### config.mk
export PLATFORM = sky130hd
export DESIGN_NAME = psum_norm
export DESIGN_NICKNAME = d
export VERILOG_FILES = /design/src/rtl/psum_norm.sv
export SDC_FILE = /design/constraint.sdc
export NUM_CORES = 1
export LEC_CHECK = 0
export ABC_AREA = 0
export ABC_CLOCK_PERIOD_IN_PS = 9300
export CORE_MARGIN = 3
export CORE_UTILIZATION = 35
export CTS_CLUSTER_SIZE = 8
export DETAILED_ROUTE_END_ITERATION = 12
export PLACE_DENSITY = 0.65
export SLEW_MARGIN = 5
export SYNTH_ARGS = -nofsm -noshare
export SYNTH_HDL_FRONTEND = slang
export SYNTH_SLANG_ARGS = --single-unit
### constraint.sdc
create_clock -name clk -period 9.3 [get_ports clk]
set_input_delay 1.395 -clock clk [delete_from_list [all_inputs] [get_ports clk]]
set_output_delay 1.395 -clock clk [all_outputs]
set_load 0.1 [all_outputs]
### src/rtl/psum_norm.sv
// ---------------------------------------------------------------------------
// PsumNorm (module psum_norm)
//
// Normalises one row of signed partial sums coming off the fullchip psum read
// path. The block accumulates the L1 sum S of the row, then runs a single
// shared restoring divider over every element in turn. Each output element is
// |p_i| * 2^(bw_out-1) / S, truncated toward zero. It is saturated to
// 2^(bw_out-1)-1 and given the sign of p_i.
//
// Parameters:
//   bw_psum  width of each signed input element
//   col      elements per row
//   bw_out   width of each signed normalised output element (>= 2)
//
// Ports:
//   clk        rising-edge clock
//   reset      asynchronous, active-low reset (asserted when 0)
//   in_valid   in_data holds a valid row
//   in_ready   block can accept a row (only while idle)
//   in_data    col packed two's complement elements, element i at
//              [(i+1)*bw_psum-1 : i*bw_psum]
//   out_valid  out_data holds a normalised row
//   out_ready  consumer accepts out_data
//   out_data   col packed two's complement results, element i at
//              [(i+1)*bw_out-1 : i*bw_out]
//
// Optional build macro:
//   PSUM_NORM_RELU_EN  when defined, negative elements are clamped to 0 before
//                      both the sum and the division. S then only counts the
//                      positive elements, and every output is >= 0.
//
// Latency: a row captured in cycle T produces out_valid from cycle
// T+1+col+col*bw_out. Rows never overlap.
// ---------------------------------------------------------------------------
module psum_norm #(
   parameter int bw_psum = 20,
   parameter int col     = 8,
   parameter int bw_out  = 8
) (
   input  logic                    clk,
   input  logic                    reset,
   input  logic                    in_valid,
   output logic                    in_ready,
   input  logic [bw_psum*col-1:0]  in_data,
   output logic                    out_valid,
   input  logic                    out_ready,
   output logic [bw_out*col-1:0]   out_data
);

   localparam int IDX_W = (col > 1) ? $clog2(col) : 1;
   localparam int BIT_W = (bw_out > 1) ? $clog2(bw_out) : 1;
   // The sum of col magnitudes, each at most 2^(bw_psum-1), always fits here
   localparam int SUM_W = bw_psum + $clog2(col);

   localparam logic [IDX_W-1:0]  IDX_LAST = IDX_W'(col - 1);
   localparam logic [BIT_W-1:0]  BIT_LAST = BIT_W'(bw_out - 1);
   localparam logic [bw_out-1:0] Q_FULL   = {1'b1, {(bw_out-1){1'b0}}};
   localparam logic [bw_out-1:0] Q_MAX    = {1'b0, {(bw_out-1){1'b1}}};

   typedef enum logic [1:0] {
      IDLE,
      SUM,
      DIV,
      OUT
   } state_t;

   state_t                    state_q;
   state_t                    state_d;

   logic [bw_psum*col-1:0]    row_q;
   logic [SUM_W-1:0]          sum_q;
   logic [IDX_W-1:0]          idx_q;
   logic [BIT_W-1:0]          bit_q;
   logic [SUM_W-1:0]          rem_q;
   logic [bw_out-1:0]         quo_q;
   logic [bw_out*col-1:0]     res_q;

   logic                      accept;
   logic                      idx_last;
   logic                      bit_last;

   logic [bw_psum-1:0]        elem_cur;
   logic                      elem_neg;
   logic [bw_psum-1:0]        mag_cur;
   logic                      res_neg;

   logic [SUM_W:0]            trial;
   logic [SUM_W:0]            sum_ext;
   logic                      q_bit;
   logic [SUM_W:0]            rem_next;
   logic [bw_out-1:0]         quo_full;
   logic [bw_out-1:0]         quo_sat;
   logic [bw_out-1:0]         elem_res;
   logic [bw_out*col-1:0]     res_with;

   assign accept   = in_valid && in_ready;
   assign idx_last = (idx_q == IDX_LAST);
   assign bit_last = (bit_q == BIT_LAST);

   // Magnitude of the element under the shared index. In ReLU builds the
   // negative elements contribute nothing and never carry a sign.
   always_comb begin
      elem_cur = row_q[idx_q*bw_psum +: bw_psum];
      elem_neg = elem_cur[bw_psum-1];
`ifdef PSUM_NORM_RELU_EN
      mag_cur  = elem_neg ? '0 : elem_cur;
      res_neg  = 1'b0;
`else
      // The most negative value negates to 2^(bw_psum-1), which is still
      // representable once the vector is read as unsigned.
      mag_cur  = elem_neg ? (~elem_cur + bw_psum'(1)) : elem_cur;
      res_neg  = elem_neg;
`endif
   end

   // One restoring-division step. The first step of each element compares
   // the bare magnitude against S, which gives the 2^(bw_out-1) weight bit.
   // Every later step doubles the remainder first, giving one fractional bit
   // each. Because |p_i| <= S, the remainder stays below S and the doubled
   // value fits in SUM_W+1 bits.
   always_comb begin
      trial    = (bit_q == '0) ? (SUM_W+1)'(mag_cur) : {rem_q, 1'b0};
      sum_ext  = {1'b0, sum_q};
      q_bit    = (trial >= sum_ext);
      rem_next = q_bit ? (trial - sum_ext) : trial;
      quo_full = {quo_q[bw_out-2:0], q_bit};
      quo_sat  = (quo_full == Q_FULL) ? Q_MAX : quo_full;
      if (sum_q == '0) begin
         // A zero row has no meaningful ratio. The divider still runs so that
         // the latency stays fixed, but every result is forced to zero.
         elem_res = '0;
      end else if (res_neg) begin
         elem_res = ~quo_sat + bw_out'(1);
      end else begin
         elem_res = quo_sat;
      end
      res_with = res_q;
      res_with[idx_q*bw_out +: bw_out] = elem_res;
   end

   // State register
   always_ff @(posedge clk or negedge reset) begin
      if (!reset) begin
         state_q <= IDLE;
      end else begin
         state_q <= state_d;
      end
   end

   // Next-state logic: IDLE -> SUM (col cycles) -> DIV (col*bw_out cycles)
   // -> OUT (until the consumer takes the row) -> IDLE
   always_comb begin
      state_d = state_q;
      case (state_q)
         IDLE: begin
            if (accept) begin
               state_d = SUM;
            end
         end
         SUM: begin
            if (idx_last) begin
               state_d = DIV;
            end
         end
         DIV: begin
            if (idx_last && bit_last) begin
               state_d = OUT;
            end
         end
         OUT: begin
            if (out_valid && out_ready) begin
               state_d = IDLE;
            end
         end
         default: begin
            state_d = IDLE;
         end
      endcase
   end

   // Handshake flags are registered from the next state, so they line up with
   // the state register and stay low for the whole reset.
   always_ff @(posedge clk or negedge reset) begin
      if (!reset) begin
         in_ready  <= 1'b0;
         out_valid <= 1'b0;
      end else begin
         in_ready  <= (state_d == IDLE);
         out_valid <= (state_d == OUT);
      end
   end

   // Datapath: row capture, L1 accumulation, serial division and result
   // collection. out_data only changes when a finished row is published, so
   // it holds the previous result through backpressure and after handshake.
   always_ff @(posedge clk or negedge reset) begin
      if (!reset) begin
         row_q    <= '0;
         sum_q    <= '0;
         idx_q    <= '0;
         bit_q    <= '0;
         rem_q    <= '0;
         quo_q    <= '0;
         res_q    <= '0;
         out_data <= '0;
      end else begin
         case (state_q)
            IDLE: begin
               if (accept) begin
                  row_q <= in_data;
                  sum_q <= '0;
                  idx_q <= '0;
                  bit_q <= '0;
                  rem_q <= '0;
                  quo_q <= '0;
               end
            end
            SUM: begin
               sum_q <= sum_q + SUM_W'(mag_cur);
               idx_q <= idx_last ? '0 : idx_q + IDX_W'(1);
            end
            DIV: begin
               rem_q <= rem_next[SUM_W-1:0];
               quo_q <= quo_full;
               if (bit_last) begin
                  bit_q <= '0;
                  res_q <= res_with;
                  idx_q <= idx_last ? '0 : idx_q + IDX_W'(1);
                  if (idx_last) begin
                     out_data <= res_with;
                  end
               end else begin
                  bit_q <= bit_q + BIT_W'(1);
               end
            end
            default: begin
            end
         endcase
      end
   end

endmodule
==> flow_summary.ini <==
[run]
maxCapViolCount = 0

[logic_synthesis]
yosysWarnings = 0
synth_area_mm2 = 0.0187
ys_ff_latch = 351
syn_nets = 2282
yosysSeqAreaShare_pct = 47.0
synth_top_area_share_pct = 47.0
synth-edff-count = 0
yosysMostFrequentCell = nand2_1
synth_common_cells = nand2_1 (643), dfrtp_1 (351), o21ai_0 (152)
synthTopCellsByArea = dfrtp_1 (47%), nand2_1 (13%), mux4_2 (4.5%), o21ai_0 (4.1%), ha_1 (4.0%)
avgSynthCellArea_um2 = 9.08
synth_ff_type = dfrtp_1
async_flop_share_pct = 100
yosysTopAreaCell = dfrtp_1
synthesis.instances = 2057
synthDistinctLibCells = 87

[sta]
fmax_mhz = 142
rsz0062_at_grt = no
drv_slew = 0
slew_headroom_pct = 29.7
finalSetupTns_ps = 0
worstMarginPinSlew_ps = 1050
finalSetupViolCount = 0
fin_crit_sh_pct = 75.5
hold_ws_ps = 464
skew_ps = 25.2
final.min_clock_period_ps = 7020
hold_viol_final = 0

[routing]
drt_iter0_markers = 1414
via_per_inst = 5.37
vias = 15800
drt-total-wl_um = 53500
ant_nets = 0
first_pass_iters = 5
drt-wirelength-per-cell_um = 18.2
drc = 0

[global_route]
grt_max_degree = 158
globalRouteTotalUtil_pct = 18.8
grt-ovfl-total = 0
grt_pass1_wl_um = 86300
grt_pass1_vias = 16000
grt_antenna_before_repair = 0

[critical_path]
cp.required_ps = 9760
crit_chain = buf_4 > mux4_1 > mux2i_1 > nand2_2 > nor4_4 > a21oi_1 > xor2_1 > o21ai_2 > ha_1 > a21oi_4 > o21ai_2 > a221o_1 > o31ai_1 > and2_4 > nor2b_1 > ha_1 > nor2_1 > xor2_2 > o311ai_1 > o21a_1
r2r-end = out_data[42]
cp.arrival_ps = 7480
cp-start-kind = flop
crit_end = out_data[42]
ff2ff_setup_slack_ps = 2280
regToRegStartpoint = idx_q[1]
reg2reg_depth = 20
max_stage_delay_ps = 780
worst-path-max-fanout = 49
crit_start = idx_q[1]
cp-end-kind = flop
crit_type = flop to flop
crit_slowest_cell = dfrtp_2

[clock_tree]
cts_max_level = 2
cts_tree = yes
clk_pin_slew_ps = 50
cts_resized = 0
clock-sinks = 351
clockBufferDepth = 3
clk_latency_ps = 590
hold_buffers = 0
clock-root-buffer = clkbuf_16
cts_buffers = 50
postCtsSetupRepairBufs = 0

[pwr]
vdd.ir_drop.worst_mv = 0.175
pwr_density_cell_mw_per_mm2 = 414
seqPwrFrac_pct = 25.3
swShare_pct = 46.2
switching_power_mw = 4.37
p_int_mw = 5.09
leakage_nw = 10.7
finalPower_mw = 9.46
p_comb_share_pct = 57.4
pwr-share-clk_pct = 17.3

[finish]
post-route-cell-area_mm2 = 0.0229
area_growth_pct = 22.4
nets = 2465
post-route-util_pct = 43.4
antenna_cells = 0
layout-drive-gt1-share_pct = 7.17
num-fill-cells = 5020

[die]
core_region_area_mm2 = 0.0527
io_pins = 230
die_x_um = 237
num_rows = 84
start_util_pct = 35.5
die-area_mm2 = 0.0562
chipHeight_um = 237

[status]
status = complete, no violations

[hold_path]
min_path_type = flop to flop

[place]
portBuffers = 229
hpwl_um = 37500
postPlaceCellArea_mm2 = 0.0215
globalplace.congestion = 0.904
[area by class of cell]
class | instances | area, µm² | area share, %
multi-input combinational | 1544 | 9250 | 40.4
inverter | 51 | 199 | 0.870
tap | 688 | 861 | 3.77
clock buffer | 56 | 1310 | 5.71
timing repair buffer | 242 | 2410 | 10.5
sequential | 351 | 8790 | 38.4
clock inverter | 3 | 57.6 | 0.252
[routing by layer]
metal / wire, µm / up-vias / track usage (%)
li1: - / 7446 / -
met1: 25000 / 7760 / 26.9
met2: 24600 / 483 / 29.6
met3: 2880 / 83 / 3.33
met4: 1020 / 0 / 4.53
met5: 0 / - / 0
[critical path, delay by kind of cell (launching register included)]
family,cells,cell delay [ps]
adder cells (fa/ha/maj),2,680
XOR/XNOR,2,940
AND/OR/NAND/NOR,5,1510
multiplexers,2,760
AO/OA/AOI/OAI,8,1590
flip-flops,1,780
buffers and inverters,1,590
[state kept, by name, indices dropped and copies added (netlist names)]
register   flops
quo_q          7
idx_q          3
out_valid      1
out_data      64
res_q         64
in_ready       1
row_q        160
bit_q          3
state_q        2
sum_q         23
rem_q         23
[power by group through the flow]
stage / registers, mW / clock network [mW] / logic (mW)
after floorplan: 2.25 / 0 / 4.12
after global placement: 2.38 / 0 / 5.24
after detailed placement: 2.40 / 0 / 5.35
after CTS: 2.39 / 1.68 / 5.39
after global routing: 2.45 / 1.74 / 6.03
final: 2.39 / 1.64 / 5.43
[through the flow]
stage | setup slack, ps | instances
2_1_floorplan | 3300 | 2057
3_3_place_gp | 2580 | 2876
3_5_place_dp | 2330 | 2876
4_1_cts | 2300 | 2935
5_1_grt | 1670 | 2935
6_report | 2280 | 2935
[worst min-delay path by stage]
stage                from         end  slack (ps)  cells after the start
4_1_cts         row_q[51]   row_q[51]         470                      2
5_1_grt          row_q[7]    row_q[7]         490                      2
6_report        row_q[51]   row_q[51]         460                      2
2_1_floorplan  row_q[106]  row_q[106]         440                      2
3_3_place_gp    res_q[49]   res_q[49]         450                      2
3_5_place_dp   row_q[106]  row_q[106]         460                      2
[cells in the final DEF (no fill, tap or decap), types with 49 or more instances in the layout]
cell type,synthesis,routed
dfrtp_1,351,349
inv_1,49,49
ha_1,59,59
nand2_1,643,642
o21ai_0,152,151
nor2_1,74,72
clkdlybuf4s50_1,0,228
and3_1,50,50
a21oi_1,134,131
clkbuf_16,0,51
[logic make-up after synthesis]
group | Yosys count | share of synthesized area, %
buf+inv | 162 | 3.75
xor+xnor | 48 | 2.29
mux | 69 | 6.97
fa+ha+maj | 61 | 4.17
flops | 351 | 47.0
simple gates | 926 | 21.5
compound gates | 440 | 14.3
(Power assumes the default switching activity.)
